File: src/rtl/usb4_lane_pkg.sv
// USB4 lane initialisation shared types and defaults.
// State encodings, counter widths and default thresholds.
package usb4_lane_pkg;

  typedef enum logic [2:0] {
    ST_DISCONNECTED = 3'd0,
    ST_DISABLED     = 3'd1,
    ST_TRAINING     = 3'd2,
    ST_GEN4_TS1     = 3'd3,
    ST_GEN4_TS2     = 3'd4,
    ST_CL0          = 3'd5
  } lane_state_e;

  localparam int TS1_RX_MIN_DEF = 2;
  localparam int TS2_RX_MIN_DEF = 8;
  localparam int TS2_TX_MIN_DEF = 16;
  localparam int MAX_RETRY_DEF  = 3;

  localparam int TS1_CNT_W   = 2;
  localparam int TS2_RX_CNT_W = 4;
  localparam int TS2_TX_CNT_W = 5;
  localparam int RETRY_CNT_W  = 2;

endpackage

File: src/rtl/lane_init_fsm.sv
// USB4 lane initialisation state machine (Moore, registered outputs).
// Optional retry limit: define LANE_INIT_RETRY_LIMIT_EN.
module lane_init_fsm
  import usb4_lane_pkg::*;
#(
  parameter int TS1_RX_MIN = TS1_RX_MIN_DEF,
  parameter int TS2_RX_MIN = TS2_RX_MIN_DEF,
  parameter int TS2_TX_MIN = TS2_TX_MIN_DEF,
  parameter int MAX_RETRY  = MAX_RETRY_DEF
) (
  input  logic       clk_b,
  input  logic       rst,
  input  logic       disable_req,
  input  logic       lane_params_done,
  input  logic       tdisconnect_tx_min,
  input  logic       tconnect_rx_min,
  input  logic       tdisconnect_rx_min,
  input  logic       tdisabled_min,
  input  logic       ttraining_error_timeout,
  input  logic       tgen4_ts1_timeout,
  input  logic       tgen4_ts2_timeout,
  input  logic       ts1_rcvd,
  input  logic       ts2_rcvd,
  input  logic       ts2_sent,
  output logic       disconnected_s,
  output logic       fsm_disabled,
  output logic       fsm_training,
  output logic       ts1_gen4_s,
  output logic       ts2_gen4_s,
  output logic       cl0_s,
  output logic       sbtx,
  output logic       training_err,
  output logic [2:0] state
);

  // The retry counter is 2 bits wide, so the limit must fit in it.
  if (MAX_RETRY < 1 || MAX_RETRY > 3) begin : g_bad_max_retry
    $error("MAX_RETRY must be 1..3");
  end

  lane_state_e state_q;
  lane_state_e state_d;
  logic        err_q;
  logic        err_d;

  logic [TS1_CNT_W-1:0]    ts1_cnt;
  logic [TS2_RX_CNT_W-1:0] ts2_rx_cnt;
  logic [TS2_TX_CNT_W-1:0] ts2_tx_cnt;
  logic [TS1_CNT_W-1:0]    ts1_nxt;
  logic [TS2_RX_CNT_W-1:0] ts2_rx_nxt;
  logic [TS2_TX_CNT_W-1:0] ts2_tx_nxt;

  logic in_train;
  logic state_tmo;
  logic retry_hit;

`ifdef LANE_INIT_RETRY_LIMIT_EN
  logic [RETRY_CNT_W-1:0] retry_q;
  assign retry_hit = (int'(retry_q) + 1) >= MAX_RETRY;
`else
  assign retry_hit = 1'b0;
`endif

  // Saturating counts including this cycle's pulse, used for thresholds.
  always_comb begin
    ts1_nxt    = ts1_cnt;
    ts2_rx_nxt = ts2_rx_cnt;
    ts2_tx_nxt = ts2_tx_cnt;
    if (ts1_rcvd && (ts1_cnt != '1)) begin
      ts1_nxt = ts1_cnt + 1'b1;
    end
    if (ts2_rcvd && (ts2_rx_cnt != '1)) begin
      ts2_rx_nxt = ts2_rx_cnt + 1'b1;
    end
    if (ts2_sent && (ts2_tx_cnt != '1)) begin
      ts2_tx_nxt = ts2_tx_cnt + 1'b1;
    end
  end

  // Next-state selection, highest priority first.
  always_comb begin
    state_d   = state_q;
    err_d     = 1'b0;
    in_train  = (state_q == ST_TRAINING) ||
                (state_q == ST_GEN4_TS1) ||
                (state_q == ST_GEN4_TS2);
    state_tmo = ((state_q == ST_GEN4_TS1) && tgen4_ts1_timeout) ||
                ((state_q == ST_GEN4_TS2) && tgen4_ts2_timeout);
    if (state_q > ST_CL0) begin
      state_d = ST_DISCONNECTED;
    end else if (disable_req && (state_q != ST_DISABLED)) begin
      state_d = ST_DISABLED;
    end else if (tdisconnect_rx_min &&
                 (in_train || (state_q == ST_CL0))) begin
      state_d = ST_DISCONNECTED;
    end else if (in_train &&
                 (ttraining_error_timeout || state_tmo)) begin
      err_d   = 1'b1;
      state_d = retry_hit ? ST_DISABLED : ST_DISCONNECTED;
    end else begin
      unique case (state_q)
        ST_DISCONNECTED: begin
          if (tdisconnect_tx_min && tconnect_rx_min) begin
            state_d = ST_TRAINING;
          end
        end
        ST_DISABLED: begin
          if (!disable_req && tdisabled_min) begin
            state_d = ST_DISCONNECTED;
          end
        end
        ST_TRAINING: begin
          if (lane_params_done) begin
            state_d = ST_GEN4_TS1;
          end
        end
        ST_GEN4_TS1: begin
          if (int'(ts1_nxt) >= TS1_RX_MIN) begin
            state_d = ST_GEN4_TS2;
          end
        end
        ST_GEN4_TS2: begin
          if ((int'(ts2_rx_nxt) >= TS2_RX_MIN) &&
              (int'(ts2_tx_nxt) >= TS2_TX_MIN)) begin
            state_d = ST_CL0;
          end
        end
        ST_CL0: begin
          state_d = ST_CL0;
        end
        default: begin
          state_d = ST_DISCONNECTED;
        end
      endcase
    end
  end

  // State and error pulse registers.
  always_ff @(posedge clk_b) begin
    if (rst) begin
      state_q <= ST_DISCONNECTED;
      err_q   <= 1'b0;
    end else begin
      state_q <= state_d;
      err_q   <= err_d;
    end
  end

  // Counters only run while staying in their owning state; anything else
  // (exit, entry, other states) leaves them at zero.
  always_ff @(posedge clk_b) begin
    if (rst) begin
      ts1_cnt    <= '0;
      ts2_rx_cnt <= '0;
      ts2_tx_cnt <= '0;
    end else begin
      if ((state_q == ST_GEN4_TS1) && (state_d == ST_GEN4_TS1)) begin
        ts1_cnt <= ts1_nxt;
      end else begin
        ts1_cnt <= '0;
      end
      if ((state_q == ST_GEN4_TS2) && (state_d == ST_GEN4_TS2)) begin
        ts2_rx_cnt <= ts2_rx_nxt;
        ts2_tx_cnt <= ts2_tx_nxt;
      end else begin
        ts2_rx_cnt <= '0;
        ts2_tx_cnt <= '0;
      end
    end
  end

`ifdef LANE_INIT_RETRY_LIMIT_EN
  // Training error count; cleared on link up or when the limit trips.
  always_ff @(posedge clk_b) begin
    if (rst) begin
      retry_q <= '0;
    end else if (err_d) begin
      retry_q <= retry_hit ? '0 : retry_q + 1'b1;
    end else if ((state_d == ST_CL0) && (state_q != ST_CL0)) begin
      retry_q <= '0;
    end
  end
`endif

  // Moore output decode of the registered state.
  always_comb begin
    disconnected_s = 1'b0;
    fsm_disabled   = 1'b0;
    fsm_training   = 1'b0;
    ts1_gen4_s     = 1'b0;
    ts2_gen4_s     = 1'b0;
    cl0_s          = 1'b0;
    sbtx           = 1'b0;
    unique case (state_q)
      ST_DISCONNECTED: disconnected_s = 1'b1;
      ST_DISABLED:     fsm_disabled   = 1'b1;
      ST_TRAINING: begin
        fsm_training = 1'b1;
        sbtx         = 1'b1;
      end
      ST_GEN4_TS1: begin
        fsm_training = 1'b1;
        ts1_gen4_s   = 1'b1;
        sbtx         = 1'b1;
      end
      ST_GEN4_TS2: begin
        fsm_training = 1'b1;
        ts2_gen4_s   = 1'b1;
        sbtx         = 1'b1;
      end
      ST_CL0: begin
        cl0_s = 1'b1;
        sbtx  = 1'b1;
      end
      default: ;
    endcase
  end

  assign training_err = err_q;
  assign state        = state_q;

endmodule

File: config.mk
export PLATFORM = sky130hd
export DESIGN_NAME = lane_init_fsm
export DESIGN_NICKNAME = d
export VERILOG_FILES = /design/src/rtl/usb4_lane_pkg.sv /design/src/rtl/lane_init_fsm.sv
export SDC_FILE = /design/constraint.sdc
export NUM_CORES = 1
export LEC_CHECK = 0
export ABC_AREA = 1
export ABC_CLOCK_PERIOD_IN_PS = 2000
export CAP_MARGIN = 10
export CORE_MARGIN = 2
export CORE_UTILIZATION = 46
export CTS_CLUSTER_DIAMETER = 150
export DETAILED_ROUTE_END_ITERATION = 16
export GPL_TIMING_DRIVEN = 0
export PLACE_DENSITY = 0.85
export SLEW_MARGIN = 25
export SYNTH_ARGS = -nofsm -noshare
export SYNTH_HDL_FRONTEND = slang
export SYNTH_SLANG_ARGS = --single-unit
File: constraint.sdc
create_clock -name clk_b -period 2 [get_ports clk_b]
set_input_delay 0.6 -clock clk_b [delete_from_list [all_inputs] [get_ports clk_b]]
set_output_delay 0.6 -clock clk_b [all_outputs]
set_load 0.01 [all_outputs]
==> reports/summary.json <==
{
  "run_status": "completed",
  "worst_setup_slack_before_clock_tree_synthesis_ns": -0.146,
  "cts_num_sinks": 15,
  "critical-path-top-cell-by-count": "nand2_1",
  "path_delay_family": "simple AND/OR/NAND/NOR gates",
  "timing.final.hold_violations": 0,
  "detail_route.iter0.violations": 18,
  "worstPathCellList": "ha_1, and3_1, ha_1, inv_1, nand2_2, nand2_1, nand2_1, nor2_1, nand3_1, nand2_1, nand2_1, nand2_2, nand2_4, nand2_8, nor2_2",
  "grt_overflow_total": 0,
  "num_antenna_cells": 0,
  "post_synthesis_sequential_element_count": 15,
  "place_inst": 178,
  "layout-area-overhead-vs-synth_pct": 38.3,
  "final_max_slew_viol_count": 0,
  "p_leak_nw": 0.596,
  "clkSlewWorstSetupHoldPaths_ns": 0.08,
  "max_cap_violations": 0,
  "num_vias": 915,
  "worst_hold_path_class": "reg -> reg",
  "grt_usage_pct": 20.1,
  "power-per-cell-area_nw_per_um2": 488,
  "start_to_end_type_of_the_worst_setup_path": "reg -> reg",
  "synth.yosys.seq_area_share_pct": 33.1,
  "slowest_delay_ns": 0.33,
  "ant_nets": 0,
  "cts.path.max_buffers": 2,
  "cts_htree_levels": 1,
  "initial_core_utilization_pct": 47.6,
  "timing.final.setup_violations": 0,
  "die_h_um": 48.4,
  "std_cell_rows": 16,
  "placed_area_um2": 1180,
  "core_area_um2": 1900,
  "yosys.area.top_type_share_pct": 33.1,
  "cts_buffers": 3,
  "vias_per_cell": 4.95,
  "synth_area_leaders": "dfxtp_1 33%, nand2_1 12%, inv_1 6.2%, nand2_2 6.2%, nor2_2 6.2%",
  "drive_above_1_share_pct": 24.1,
  "reg2reg_from": "ts2_tx_cnt[0]$_SDFF_PP0_",
  "syn_avg_cell_area_um2": 7.13,
  "timing.final.ws_setup_ns": 0.0603,
  "nets": 177,
  "postLayoutCoreUtil_pct": 65.9,
  "remaining_drc_errors": 0,
  "post-route-min-period_ns": 1.94,
  "number_of_global_route_vias_before_repair": 936,
  "setup.worst_path.start_class": "flop",
  "syn-cell-area_um2": 906,
  "topRoutingLayerUsed": "met4",
  "die_area_um2": 2340,
  "fin_worst_skew_ns": 0.00899,
  "critPathMaxFanout": 5,
  "library_cell_with_the_largest_summed_area_after_synthesis": "dfxtp_1",
  "totalNegativeSetupSlack_ns": 0,
  "layout_worst_path_cycle_share_pct": 97.0,
  "clock_tree.root_cell": "clkbuf_4",
  "tritoncts": "done",
  "synthesis.instances": 127,
  "portBuffers": 24,
  "grt_pass1_wl_um": 3710,
  "final_cell_count_no_fill": 185,
  "ys_warn_count": 0,
  "crit_start": "ts2_tx_cnt[0]$_SDFF_PP0_",
  "dr_wl_met2_um": 1130,
  "detailroute.wirelength.met3_um": 115,
  "cp_data_arrival_time_ns": 2.12,
  "grt_max_degree": 10,
  "critPathBufInv": 1,
  "hold_ws_ns": 0.552,
  "synth_fp_nets": 145,
  "worstHoldStart": "ts1_cnt[0]$_SDFF_PP0_",
  "routed_wirelength_um": 2160,
  "post_synth_cell_types": 22,
  "endpoint_of_the_most_critical_register_to_register_path": "ts2_tx_cnt[0]$_SDFF_PP0_",
  "gp_congestion": 0.878,
  "ios": 25,
  "ir_worst_vdd_mv": 0.335,
  "grt_antenna_before_repair": 0,
  "wl_met1_um": 825,
  "first_pass_iters": 4,
  "clk-insertion-delay-late_ns": 0.29,
  "final_instance_area_um2": 1250,
  "slowest_cell_on_the_critical_path": "dfxtp_2",
  "worst_setup_path_end_kind": "flop",
  "fmax_ghz": 0.516,
  "worst_ep_required_time_ns": 2.18,
  "hold_path_depth": 2,
  "worst_r2r_path_depth": 15,
  "p_total_mw": 0.611,
  "post_drt_wl_per_cell_um": 11.7,
  "die_x_um": 48.4,
  "hold-path-endpoint": "ts1_cnt[0]$_SDFF_PP0_",
  "dp_wirelength_um": 1550,
  "r2r_setup_slack_ns": 0.06
}
## where the power goes
part	internal (mW)	switching [mW]
clock network	0.0777	0.0952
logic	0.0608	0.0661
registers	0.303	0.00848
total	0.442	0.170
## metal layers
metal	up-vias	track usage, %
met1	413	19.6
met4	0	11.9
met5	-	0
met2	33	38.9
li1	460	-
met3	9	3.70
## how the worst max path moves through the flow
stage                                     endpoint  depth (start not counted)
after floorplan           ts2_rx_cnt[2]$_SDFF_PP0_                         15
after global placement    ts2_rx_cnt[2]$_SDFF_PP0_                         12
after detailed placement  ts2_rx_cnt[3]$_SDFF_PP0_                         12
after CTS                 ts2_tx_cnt[2]$_SDFF_PP0_                         15
after global routing      ts2_rx_cnt[2]$_SDFF_PP0_                         15
final                     ts2_tx_cnt[0]$_SDFF_PP0_                         15
## repair_timing
action,CTS,global route
setup buffers,0,2
hold buffers,0,0
endpoints found under the setup margin,7,9
gates resized for setup,12,5
pin swaps,0,1
gates cloned,0,1
## cells in the final DEF (no fill, tap or decap), drive strengths merged
cell	count
nor3	2
o21ai	1
mux2	1
clkbuf	4
mux2i	1
dlygate4sd2	7
ha	4
nand3	10
conb	1
and3	1
nand4	3
nand3b	3
xor2	5
dfxtp	15
a21oi	1
inv	17
clkdlybuf4s50	17
buf	2
nand2	41
nor2	22
## Yosys cell counts (all sizes together)
cell type and n:
a21oi 1, and3 1, conb 1, dfxtp 15
ha 4, inv 17, mux2 1, mux2i 1
nand2 40, nand3 10, nand3b 3, nand4 3
nor2 22, nor3 2, o21ai 1, xor2 5
## worst register-to-register path: cells and delay by family (launching register included)
family	cells	cell delay, ns
DFF	1	0.33
buffers and inverters	1	0.08
and+or+nand+nor	12	1.06
adders and majority gates	2	0.37
## cell families (layout without fill, tap and decap cells)
logic type	after synthesis	count (layout)	synth area share (%)
buffers and inverters	17	47	7.04
flip-flops	15	15	33.1
adder cells (fa/ha/maj)	4	4	5.53
multiplexers	2	2	2.35
XOR/XNOR	5	5	4.83
other	1	1	0.414
AO/OA/AOI/OAI	2	2	1.10
AND/OR/NAND/NOR	81	82	45.6
## registers in the layout, summed over array words and instances, names as in the netlist, named ones only
name,count
training_err,1
state,3
ts2_rx_cnt,4
ts1_cnt,2
ts2_tx_cnt,4
## layout make-up
cell class | count | area [um2]
sequential | 15 | 308
fill | 178 | 649
tap | 27 | 33.8
multi-input combinational | 96 | 574
clock buffer | 4 | 26.3
timing repair buffer | 26 | 246
inverter | 17 | 63.8
Power figures use the tool's default switching activity.
